<file path="config.mk">
export PLATFORM = sky130hd
export DESIGN_NAME = uart_timestamp_gen_flat
export DESIGN_NICKNAME = d
export VERILOG_FILES = /design/src/rtl/uart_timestamp_gen_if.sv /design/src/rtl/uart_timestamp_gen.sv /design/src/flat_wrapper.sv
export SDC_FILE = /design/constraint.sdc
export NUM_CORES = 1
export LEC_CHECK = 0
export CAP_MARGIN = 30
export CORE_ASPECT_RATIO = 1.75
export CORE_MARGIN = 3
export CORE_UTILIZATION = 30
export DETAILED_ROUTE_END_ITERATION = 16
export GPL_ROUTABILITY_DRIVEN = 0
export PLACE_DENSITY = 0.5
export SYNTH_ARGS = -nofsm -noshare
export SYNTH_HDL_FRONTEND = slang
export SYNTH_SLANG_ARGS = --single-unit
</file>
<file path="constraint.sdc">
create_clock -name clk -period 2.7 [get_ports clk]
set_input_delay 0.54 -clock clk [delete_from_list [all_inputs] [get_ports clk]]
set_output_delay 0.54 -clock clk [all_outputs]
set_load 0.1 [all_outputs]
</file>
<file path="src/rtl/uart_timestamp_gen_if.sv">
// ============================================================================
//  uart_timestamp_gen_if
//  Control/stamp bundle between the time-stamp generator and its host.
//  PPS_SYNC_EN adds the pps_i input and the p_PpsLost_o flag.
//  Rev 1.0
// ============================================================================
`default_nettype none

interface uart_timestamp_gen_if;
   logic        p_Enable_i;
   logic        p_SecLoad_i;
   logic [31:0] SecLoadVal_i;
   logic        p_Snapshot_i;
   logic [3:0]  acqurate_stamp_o;
   logic [11:0] millisecond_stamp_o;
   logic [31:0] second_stamp_o;
   logic        p_TickAcq_o;
   logic        p_TickMs_o;
   logic        p_TickSec_o;
   logic [47:0] SnapStamp_o;
   logic        p_SnapValid_o;
`ifdef PPS_SYNC_EN
   logic        pps_i;
   logic        p_PpsLost_o;
`endif

   modport master (
`ifdef PPS_SYNC_EN
      output pps_i,
      input  p_PpsLost_o,
`endif
      output p_Enable_i, p_SecLoad_i, SecLoadVal_i, p_Snapshot_i,
      input  acqurate_stamp_o, millisecond_stamp_o, second_stamp_o,
      input  p_TickAcq_o, p_TickMs_o, p_TickSec_o, SnapStamp_o, p_SnapValid_o
   );

   modport slave (
`ifdef PPS_SYNC_EN
      input  pps_i,
      output p_PpsLost_o,
`endif
      input  p_Enable_i, p_SecLoad_i, SecLoadVal_i, p_Snapshot_i,
      output acqurate_stamp_o, millisecond_stamp_o, second_stamp_o,
      output p_TickAcq_o, p_TickMs_o, p_TickSec_o, SnapStamp_o, p_SnapValid_o
   );
endinterface

`default_nettype wire

</file>
<file path="src/rtl/uart_timestamp_gen.sv">
// ============================================================================
//  uart_timestamp_gen
//  Free-running {second, ms, sub-ms} stamp generator with tick strobes,
//  second load and coherent snapshot. Optional macro: PPS_SYNC_EN.
//  Rev 1.0
// ============================================================================
`default_nettype none

module uart_timestamp_gen #(
   parameter int CLK_FREQ_HZ = 40_000_000,
   parameter int SUB_MS_DIV  = 10
) (
   input  wire logic           clk,
   input  wire logic           rst_n,
   uart_timestamp_gen_if.slave ts
);

   localparam int PRESC_DIV = CLK_FREQ_HZ / (1000 * SUB_MS_DIV);
   localparam int PW        = (PRESC_DIV > 1) ? $clog2(PRESC_DIV) : 1;
   localparam logic [PW-1:0] c_presc_last = PW'(PRESC_DIV - 1);
   localparam logic [3:0]    c_acq_last   = 4'(SUB_MS_DIV - 1);
   localparam logic [11:0]   c_ms_last    = 12'd999;

   logic [PW-1:0] r_presc;
   logic [3:0]    r_acq;
   logic [11:0]   r_ms;
   logic [31:0]   r_sec;
   logic          r_tick_acq, r_tick_ms, r_tick_sec;
   logic [47:0]   r_snap;
   logic          r_snap_valid;

   logic [PW-1:0] w_presc_nxt;
   logic [3:0]    w_acq_nxt;
   logic [11:0]   w_ms_nxt;
   logic [31:0]   w_sec_nxt;
   logic          w_tick_acq, w_tick_ms, w_tick_sec;

`ifdef PPS_SYNC_EN
   logic          r_pps_s1, r_pps_s2, r_pps_d;
   logic [10:0]   r_pps_ms;
   logic          r_pps_lost;
   logic          w_pps_edge;

   assign w_pps_edge     = r_pps_s2 & ~r_pps_d;
   assign ts.p_PpsLost_o = r_pps_lost;
`endif

   // Load has top priority, then the PPS re-alignment, then normal counting.
   always_comb begin
      w_presc_nxt = r_presc;
      w_acq_nxt   = r_acq;
      w_ms_nxt    = r_ms;
      w_sec_nxt   = r_sec;
      w_tick_acq  = 1'b0;
      w_tick_ms   = 1'b0;
      w_tick_sec  = 1'b0;
      if (ts.p_SecLoad_i) begin
         w_presc_nxt = '0;
         w_acq_nxt   = '0;
         w_ms_nxt    = '0;
         w_sec_nxt   = ts.SecLoadVal_i;
      end
`ifdef PPS_SYNC_EN
      else if (w_pps_edge) begin
         w_presc_nxt = '0;
         w_acq_nxt   = '0;
         w_ms_nxt    = '0;
         if (r_ms >= 12'd500) begin
            w_sec_nxt  = r_sec + 32'd1;
            w_tick_sec = 1'b1;
         end
      end
`endif
      else if (ts.p_Enable_i) begin
         if (r_presc == c_presc_last) begin
            w_presc_nxt = '0;
            w_tick_acq  = 1'b1;
            if (r_acq == c_acq_last) begin
               w_acq_nxt = '0;
               w_tick_ms = 1'b1;
               if (r_ms == c_ms_last) begin
                  w_ms_nxt   = '0;
                  w_sec_nxt  = r_sec + 32'd1;
                  w_tick_sec = 1'b1;
               end else begin
                  w_ms_nxt = r_ms + 12'd1;
               end
            end else begin
               w_acq_nxt = r_acq + 4'd1;
            end
         end else begin
            w_presc_nxt = r_presc + 1'b1;
         end
      end
   end

   always_ff @(posedge clk or negedge rst_n) begin
      if (!rst_n) begin
         r_presc      <= '0;
         r_acq        <= '0;
         r_ms         <= '0;
         r_sec        <= '0;
         r_tick_acq   <= 1'b0;
         r_tick_ms    <= 1'b0;
         r_tick_sec   <= 1'b0;
         r_snap       <= '0;
         r_snap_valid <= 1'b0;
      end else begin
         r_presc      <= w_presc_nxt;
         r_acq        <= w_acq_nxt;
         r_ms         <= w_ms_nxt;
         r_sec        <= w_sec_nxt;
         r_tick_acq   <= w_tick_acq;
         r_tick_ms    <= w_tick_ms;
         r_tick_sec   <= w_tick_sec;
         r_snap_valid <= ts.p_Snapshot_i;
         // Captures the registered stamps, i.e. the pre-update values.
         if (ts.p_Snapshot_i)
            r_snap <= {r_sec, r_ms, r_acq};
      end
   end

`ifdef PPS_SYNC_EN
   always_ff @(posedge clk or negedge rst_n) begin
      if (!rst_n) begin
         r_pps_s1   <= 1'b0;
         r_pps_s2   <= 1'b0;
         r_pps_d    <= 1'b0;
         r_pps_ms   <= '0;
         r_pps_lost <= 1'b0;
      end else begin
         r_pps_s1 <= ts.pps_i;
         r_pps_s2 <= r_pps_s1;
         r_pps_d  <= r_pps_s2;
         if (w_pps_edge && !ts.p_SecLoad_i) begin
            r_pps_ms   <= '0;
            r_pps_lost <= 1'b0;
         end else if (w_tick_ms && !r_pps_lost) begin
            if (r_pps_ms == 11'd1499)
               r_pps_lost <= 1'b1;
            r_pps_ms <= r_pps_ms + 11'd1;
         end
      end
   end
`endif

   assign ts.acqurate_stamp_o    = r_acq;
   assign ts.millisecond_stamp_o = r_ms;
   assign ts.second_stamp_o      = r_sec;
   assign ts.p_TickAcq_o         = r_tick_acq;
   assign ts.p_TickMs_o          = r_tick_ms;
   assign ts.p_TickSec_o         = r_tick_sec;
   assign ts.SnapStamp_o         = r_snap;
   assign ts.p_SnapValid_o       = r_snap_valid;

endmodule

`default_nettype wire

</file>
<file path="src/flat_wrapper.sv">
// flat-port wrapper written by rule: the top's interface ports become plain ports
module uart_timestamp_gen_flat 
#(
   parameter int CLK_FREQ_HZ = 40_000_000,
   parameter int SUB_MS_DIV  = 10
)
  (clk, rst_n, ts_p_Enable_i, ts_p_SecLoad_i, ts_SecLoadVal_i, ts_p_Snapshot_i, ts_acqurate_stamp_o, ts_millisecond_stamp_o, ts_second_stamp_o, ts_p_TickAcq_o, ts_p_TickMs_o, ts_p_TickSec_o, ts_SnapStamp_o, ts_p_SnapValid_o);
  uart_timestamp_gen_if ts_i ();
  input  wire logic clk;
  input  wire logic rst_n;
  input wire logic [$bits(ts_i.p_Enable_i)-1:0] ts_p_Enable_i;
  input wire logic [$bits(ts_i.p_SecLoad_i)-1:0] ts_p_SecLoad_i;
  input wire logic [$bits(ts_i.SecLoadVal_i)-1:0] ts_SecLoadVal_i;
  input wire logic [$bits(ts_i.p_Snapshot_i)-1:0] ts_p_Snapshot_i;
  output wire logic [$bits(ts_i.acqurate_stamp_o)-1:0] ts_acqurate_stamp_o;
  output wire logic [$bits(ts_i.millisecond_stamp_o)-1:0] ts_millisecond_stamp_o;
  output wire logic [$bits(ts_i.second_stamp_o)-1:0] ts_second_stamp_o;
  output wire logic [$bits(ts_i.p_TickAcq_o)-1:0] ts_p_TickAcq_o;
  output wire logic [$bits(ts_i.p_TickMs_o)-1:0] ts_p_TickMs_o;
  output wire logic [$bits(ts_i.p_TickSec_o)-1:0] ts_p_TickSec_o;
  output wire logic [$bits(ts_i.SnapStamp_o)-1:0] ts_SnapStamp_o;
  output wire logic [$bits(ts_i.p_SnapValid_o)-1:0] ts_p_SnapValid_o;
  assign ts_i.p_Enable_i = ts_p_Enable_i;
  assign ts_i.p_SecLoad_i = ts_p_SecLoad_i;
  assign ts_i.SecLoadVal_i = ts_SecLoadVal_i;
  assign ts_i.p_Snapshot_i = ts_p_Snapshot_i;
  assign ts_acqurate_stamp_o = ts_i.acqurate_stamp_o;
  assign ts_millisecond_stamp_o = ts_i.millisecond_stamp_o;
  assign ts_second_stamp_o = ts_i.second_stamp_o;
  assign ts_p_TickAcq_o = ts_i.p_TickAcq_o;
  assign ts_p_TickMs_o = ts_i.p_TickMs_o;
  assign ts_p_TickSec_o = ts_i.p_TickSec_o;
  assign ts_SnapStamp_o = ts_i.SnapStamp_o;
  assign ts_p_SnapValid_o = ts_i.p_SnapValid_o;
  uart_timestamp_gen #(.CLK_FREQ_HZ(CLK_FREQ_HZ), .SUB_MS_DIV(SUB_MS_DIV)) u_core (.clk(clk), .rst_n(rst_n), .ts(ts_i));
endmodule
</file>
== After elaboration in Yosys (flattened, before gate mapping) ==
Index checks and enable logic that the tools add are counted.
Word-level totals
  logic and storage cells: 52
  memory bits (writable): 0
  memories kept: 0
  register bits after elaboration: 112
  bits in latches: 0
  output and inout port bits: 100
  bits in read-only memories: 0
Cells by class
  add/subtract/negate cells: 4
  bitwise logic cells: 0
  reductions and logical operators: 7
  multipliers: 0
  equality and inequality tests: 3
  divide/modulo/power cells: 0
  shift operators: 0
  $lt $le $gt $ge: 0
  mux-type cells: 29
Operator list (number)
  32-bit two-way mux: 5
  12-bit two-way mux: 8
  32-bit by 1-bit adder with 32-bit output (second input constant): 1
  12-bit by 1-bit adder with 12-bit output (second input constant): 2
  4-bit two-way mux: 4
  12-bit by 10-bit equality test with 1-bit output (second input constant): 1
  12-bit equality test (second input constant): 1
  1-bit two-way mux: 12
  2-bit nonzero test: 4
  4-bit by 1-bit adder with 4-bit output (second input constant): 1
  4-bit equality test (second input constant): 1
  4-bit AND reduction: 1
  3-bit AND reduction: 1
  2-bit AND reduction: 1

== Longest topological paths before layout ==
  depth after elaboration: 6
  mapped depth: 9
  depth with buffers taken out: 7

== Worst setup path before layout ==
No wires, ideal clock.
  kind: reg-to-reg
  start point: reg u_core.r_acq[0] (netlist: u_core.ts.acqurate_stamp_o[0])
  end point: reg u_core.r_sec[11] (netlist: u_core.ts.second_stamp_o[11])
  required time: 2568 ps
  setup time: 132 ps
  stages on the path, launching flop included: 9
  arrival time: 2836 ps
  setup slack: -268 ps
  path buffers: 2
  cells stage by stage: dfrtp_1 ha_1 nand3b_1 or4_1 clkbuf_1 buf_2 nor4_2 xnor2_1 o21ai_1
Between the ends
  longest elaborated chain between the ends: 3
RTL lines
  start, declared: line uart_timestamp_gen.sv:25  | logic [3:0] r_acq;
  start signal, assigned: line uart_timestamp_gen.sv:110  | r_acq <= w_acq_nxt;
  4-bit equality test: line uart_timestamp_gen.sv:78  | if (r_acq == c_acq_last) begin
  2-bit nonzero test (no source line)
  4-bit AND reduction (no source line)
  end signal, assigned: line uart_timestamp_gen.sv:112  | r_sec <= w_sec_nxt;
  end, declared: line uart_timestamp_gen.sv:27  | logic [31:0] r_sec;
Every way passes these cells.
A chain may end at the register's enable or synchronous reset.

== Final worst setup path ==
  start point: reg u_core.r_ms[4] (netlist: u_core.ts.millisecond_stamp_o[4])
  end point: reg u_core.r_sec[15] (netlist: u_core.ts.second_stamp_o[15])
Between the ends
  longest elaborated chain between the ends: 3
RTL lines
  start, declared: line uart_timestamp_gen.sv:26  | logic [11:0] r_ms;
  start signal, assigned: line uart_timestamp_gen.sv:111  | r_ms <= w_ms_nxt;
  12-bit by 10-bit equality test with 1-bit output: line uart_timestamp_gen.sv:81  | if (r_ms == c_ms_last) begin
  2-bit nonzero test (no source line)
  4-bit AND reduction (no source line)
Every way passes these cells.

==> impl_metrics.yaml <==
sta:
  report.final.slew_viol_count: 0
  final.setup_skew_ns: 0.01236
  worst_pin_slew_ns: 0.5079
  rsz0062_at_grt: "no"
  setup_ws_ns: 0.2530
  setup_tns_ns: 0
  fmaxAchievable_ghz: 0.4087
  worst_slew_margin_rel: 0.6588
  report.final.hold_viol_count: 0
  finalCriticalPeriod_ns: 2.447
  timing.final.setup_violations: 0
  whs_ns: 0.1467
  final.period_utilization: 0.9063
synth:
  synth_sequential_area_ratio: 0.5119
  post_synth_num_cell_types: 47
  combinational_family_with_the_most_area_after_synthesis: "simple AND/OR/NAND/NOR gates"
  yosys_warnings: 0
  synth_fa_ha_area_frac: 0.01143
  synth_top_flop_cell: "dfrtp_1"
  synthXorXnorAreaFrac: 0.03519
  number_of_flops_mapped_to_enable_cells_by_yosys: 0
  synthArstFlopShare: 1.000
  synth.top_cell.area_share: 0.5119
  synth.cell_area_mm2: 0.005475
  synthCells: 514
  synth.mux.area_fraction: 0.1117
  synth_simple_gate_area_share: 0.2237
  postSynthAreaPerCell_um2: 10.65
  syn-num-nets: 556
  synth-compound-area-share: 0.08227
  ys_top_cells_by_area: "dfrtp_1 51%, mux2_2 10%, nand2_1 3.8%, nand3_1 2.7%, xnor2_1 2.4%"
  synth.ff_latch_count: 112
  synth_top_area_cell: "dfrtp_1"
final_layout:
  final_nets: 702
  post_layout_nonfiller_instances: 897
  final_core_util: 0.4138
  final_layout_size_suffix_gt1_frac: 0.3444
  growth_of_design_area_from_synthesis_to_finish_pct: 33.75
  final_design_area_no_fill_mm2: 0.007323
detailed_routing:
  drc_errors: 0
  drtAntennaViolNets: 0
  firstDrtPassIters: 6
  per_cell_routed_wire_length_um: 17.60
  drt_wl_total_mm: 15.78
  drt_iter0_drc: 207
  route.vias.total: 4606
  detail_route.vias_per_cell: 5.135
setup_path:
  cp.required_ns: 2.94
  endpoint_kind: "flop"
  critPathKind: "flop to flop"
  cp_max_fo: 11
  worst-endpoint-arrival_ns: 2.68
  start_kind: "flop"
floorplan:
  die_h_um: 184.7
  fp.dieArea_mm2: 0.01997
  start_util: 0.3094
  die_extent_in_x_um: 108.1
  num_io_pins: 137
  row_count: 64
  core_mm2: 0.01770
grt:
  grt_antenna_before_repair: 1
  grt.overflow.total: 0
  grt_max_degree: 79
  number_of_global_route_vias_before_repair: 4819
  grt_pass1_wl_mm: 25.63
  grt_usage: 0.1618
min_path:
  min_path_type: "primary input to async pin"
cts:
  clkTransAtPathRegs_ns: 0.08
  cts_made_buffers: 9
  post_cts_buffers: 0
  cts.hold.buffers_added: 0
  clock_tree.htree_level_count: 3
  clock_sink_count: 112
  clockBufferDepth: 2
  cts.repair.resized: 0
  clock-root-buffer: "clkbuf_16"
  cts_tree: "done"
  clkLatencyLatePin_ns: 0.35
place:
  detailedPlace.worstSlack_ns: 0.01607
  place_area_mm2: 0.007008
  port_buffers: 136
  numPlacedInstances: 880
  hpwl_mm: 11.49
power:
  power.combinational.fraction: 0.309
  share_of_power_burned_in_the_clock_network: 0.292
  netSwitchingFraction: 0.4033
  leakagePower_nw: 3.155
  power.sequential.fraction: 0.399
  max_rail_drop_vdd_mv: 0.3146
  p_int_mw: 2.892
  power_switching_mw: 1.954
  power-per-cell-area_mw_per_mm2: 661.7
  sum_of_internal_switching_and_leakage_power_mw: 4.846
job:
  drv.max_cap_violation_count: 0
outcome:
  outcome: "complete, no violations"
final timing paths:
path / startpoint / endpoint / slack (ns) / cells past startpoint
max: u_core.ts.millisecond_stamp_o[4] / u_core.ts.second_stamp_o[15] / 0.25 / 5
min: rst_n / u_core.ts.SnapStamp_o[11] / 0.15 / 1
max reg2reg: u_core.ts.millisecond_stamp_o[4] / u_core.ts.second_stamp_o[15] / 0.25 / 5
min reg2reg: u_core.ts.SnapStamp_o[20] / u_core.ts.SnapStamp_o[20] / 0.51 / 1
max in group asynchronous: rst_n / u_core.ts.millisecond_stamp_o[4] / 1.74 / 2
min in group clk: ts_p_SecLoad_i / u_core.r_presc[11] / 0.50 / 2
synthesized netlist by cell type (5+ instances only):
master,count
nor4_2,6
nor2_1,29
mux2_2,49
ha_1,5
o21ai_1,10
o21ai_0,21
xnor2_1,15
o211ai_1,7
mux2i_1,6
nand3_1,30
nor2b_1,13
or4_1,10
a21oi_1,13
nor4_1,7
inv_1,6
clkbuf_1,21
nor3_1,18
nand2_1,56
dfrtp_1,112
a22oi_1,6
xor2_1,7
nand4_1,18
cells in the final DEF, fill, tap and decap left out, types with 13 or more instances in the layout:
cell             netlist  routed
a21oi_1               13      13
buf_4                  0     121
clkdlybuf4s50_1        0      33
dfrtp_1              112      97
dfrtp_2                0      15
mux2_2                49      49
nand2_1               56      56
nand3_1               30      30
nand4_1               18      18
nor2_1                29      29
nor2b_1               13      13
nor3_1                18      18
o21ai_0               21      21
xnor2_1               15      15
power groups by stage:
stage	clock, mW	sequential [mW]	combinational (mW)
floorplan	0	2.83	0.234
global placement	0	1.96	1.50
detailed placement	0	1.97	1.51
CTS	1.47	1.93	1.51
global route	1.54	1.96	1.56
finish	1.42	1.93	1.50
kinds of logic after synthesis:
logic type,Yosys count
AO/OA/AOI/OAI,70
XOR/XNOR,22
adder cells (fa/ha/maj),5
buffers and inverters,32
flip-flops,112
multiplexers,55
AND/OR/NAND/NOR,218
cell type report:
| cell class | instances | area (um2) |
|---|---|---|
| multi-input combinational | 370 | 2542 |
| timing repair buffer | 160 | 1329 |
| sequential | 112 | 2821 |
| inverter | 7 | 26.28 |
| tap | 231 | 289.0 |
| clock buffer | 9 | 225.2 |
| fill | 1770 | 10370 |
| antenna | 1 | 2.502 |
| clock inverter | 7 | 87.58 |
flip-flops by register name (all words and copies together), names as in the netlist:
| signal | flops |
|---|---|
| u_core.ts.acqurate_stamp_o | 4 |
| u_core.ts.p_TickSec_o | 1 |
| u_core.ts.p_SnapValid_o | 1 |
| u_core.ts.p_TickAcq_o | 1 |
| u_core.ts.SnapStamp_o | 48 |
| u_core.r_presc | 12 |
| u_core.ts.p_TickMs_o | 1 |
| u_core.ts.millisecond_stamp_o | 12 |
| u_core.ts.second_stamp_o | 32 |
layer usage:
| metal | track usage | up-vias | share of wire |
|---|---|---|---|
| li1 | - | 2169 | - |
| met4 | 0.05561 | 0 | 0.023 |
| met3 | 0.02454 | 20 | 0.040 |
| met1 | 0.1889 | 2297 | 0.40 |
| met5 | 0 | - | 0 |
| met2 | 0.2974 | 120 | 0.54 |
critical path, stage by stage (launching register included):
cell and delay [ns]:
dfrtp_2 0.45, or4_4 0.59, or4_4 0.55, nor4_1 0.37, xor2_1 0.10, mux2_2 0.27
Note: power is estimated with default switching activity, not from simulation.
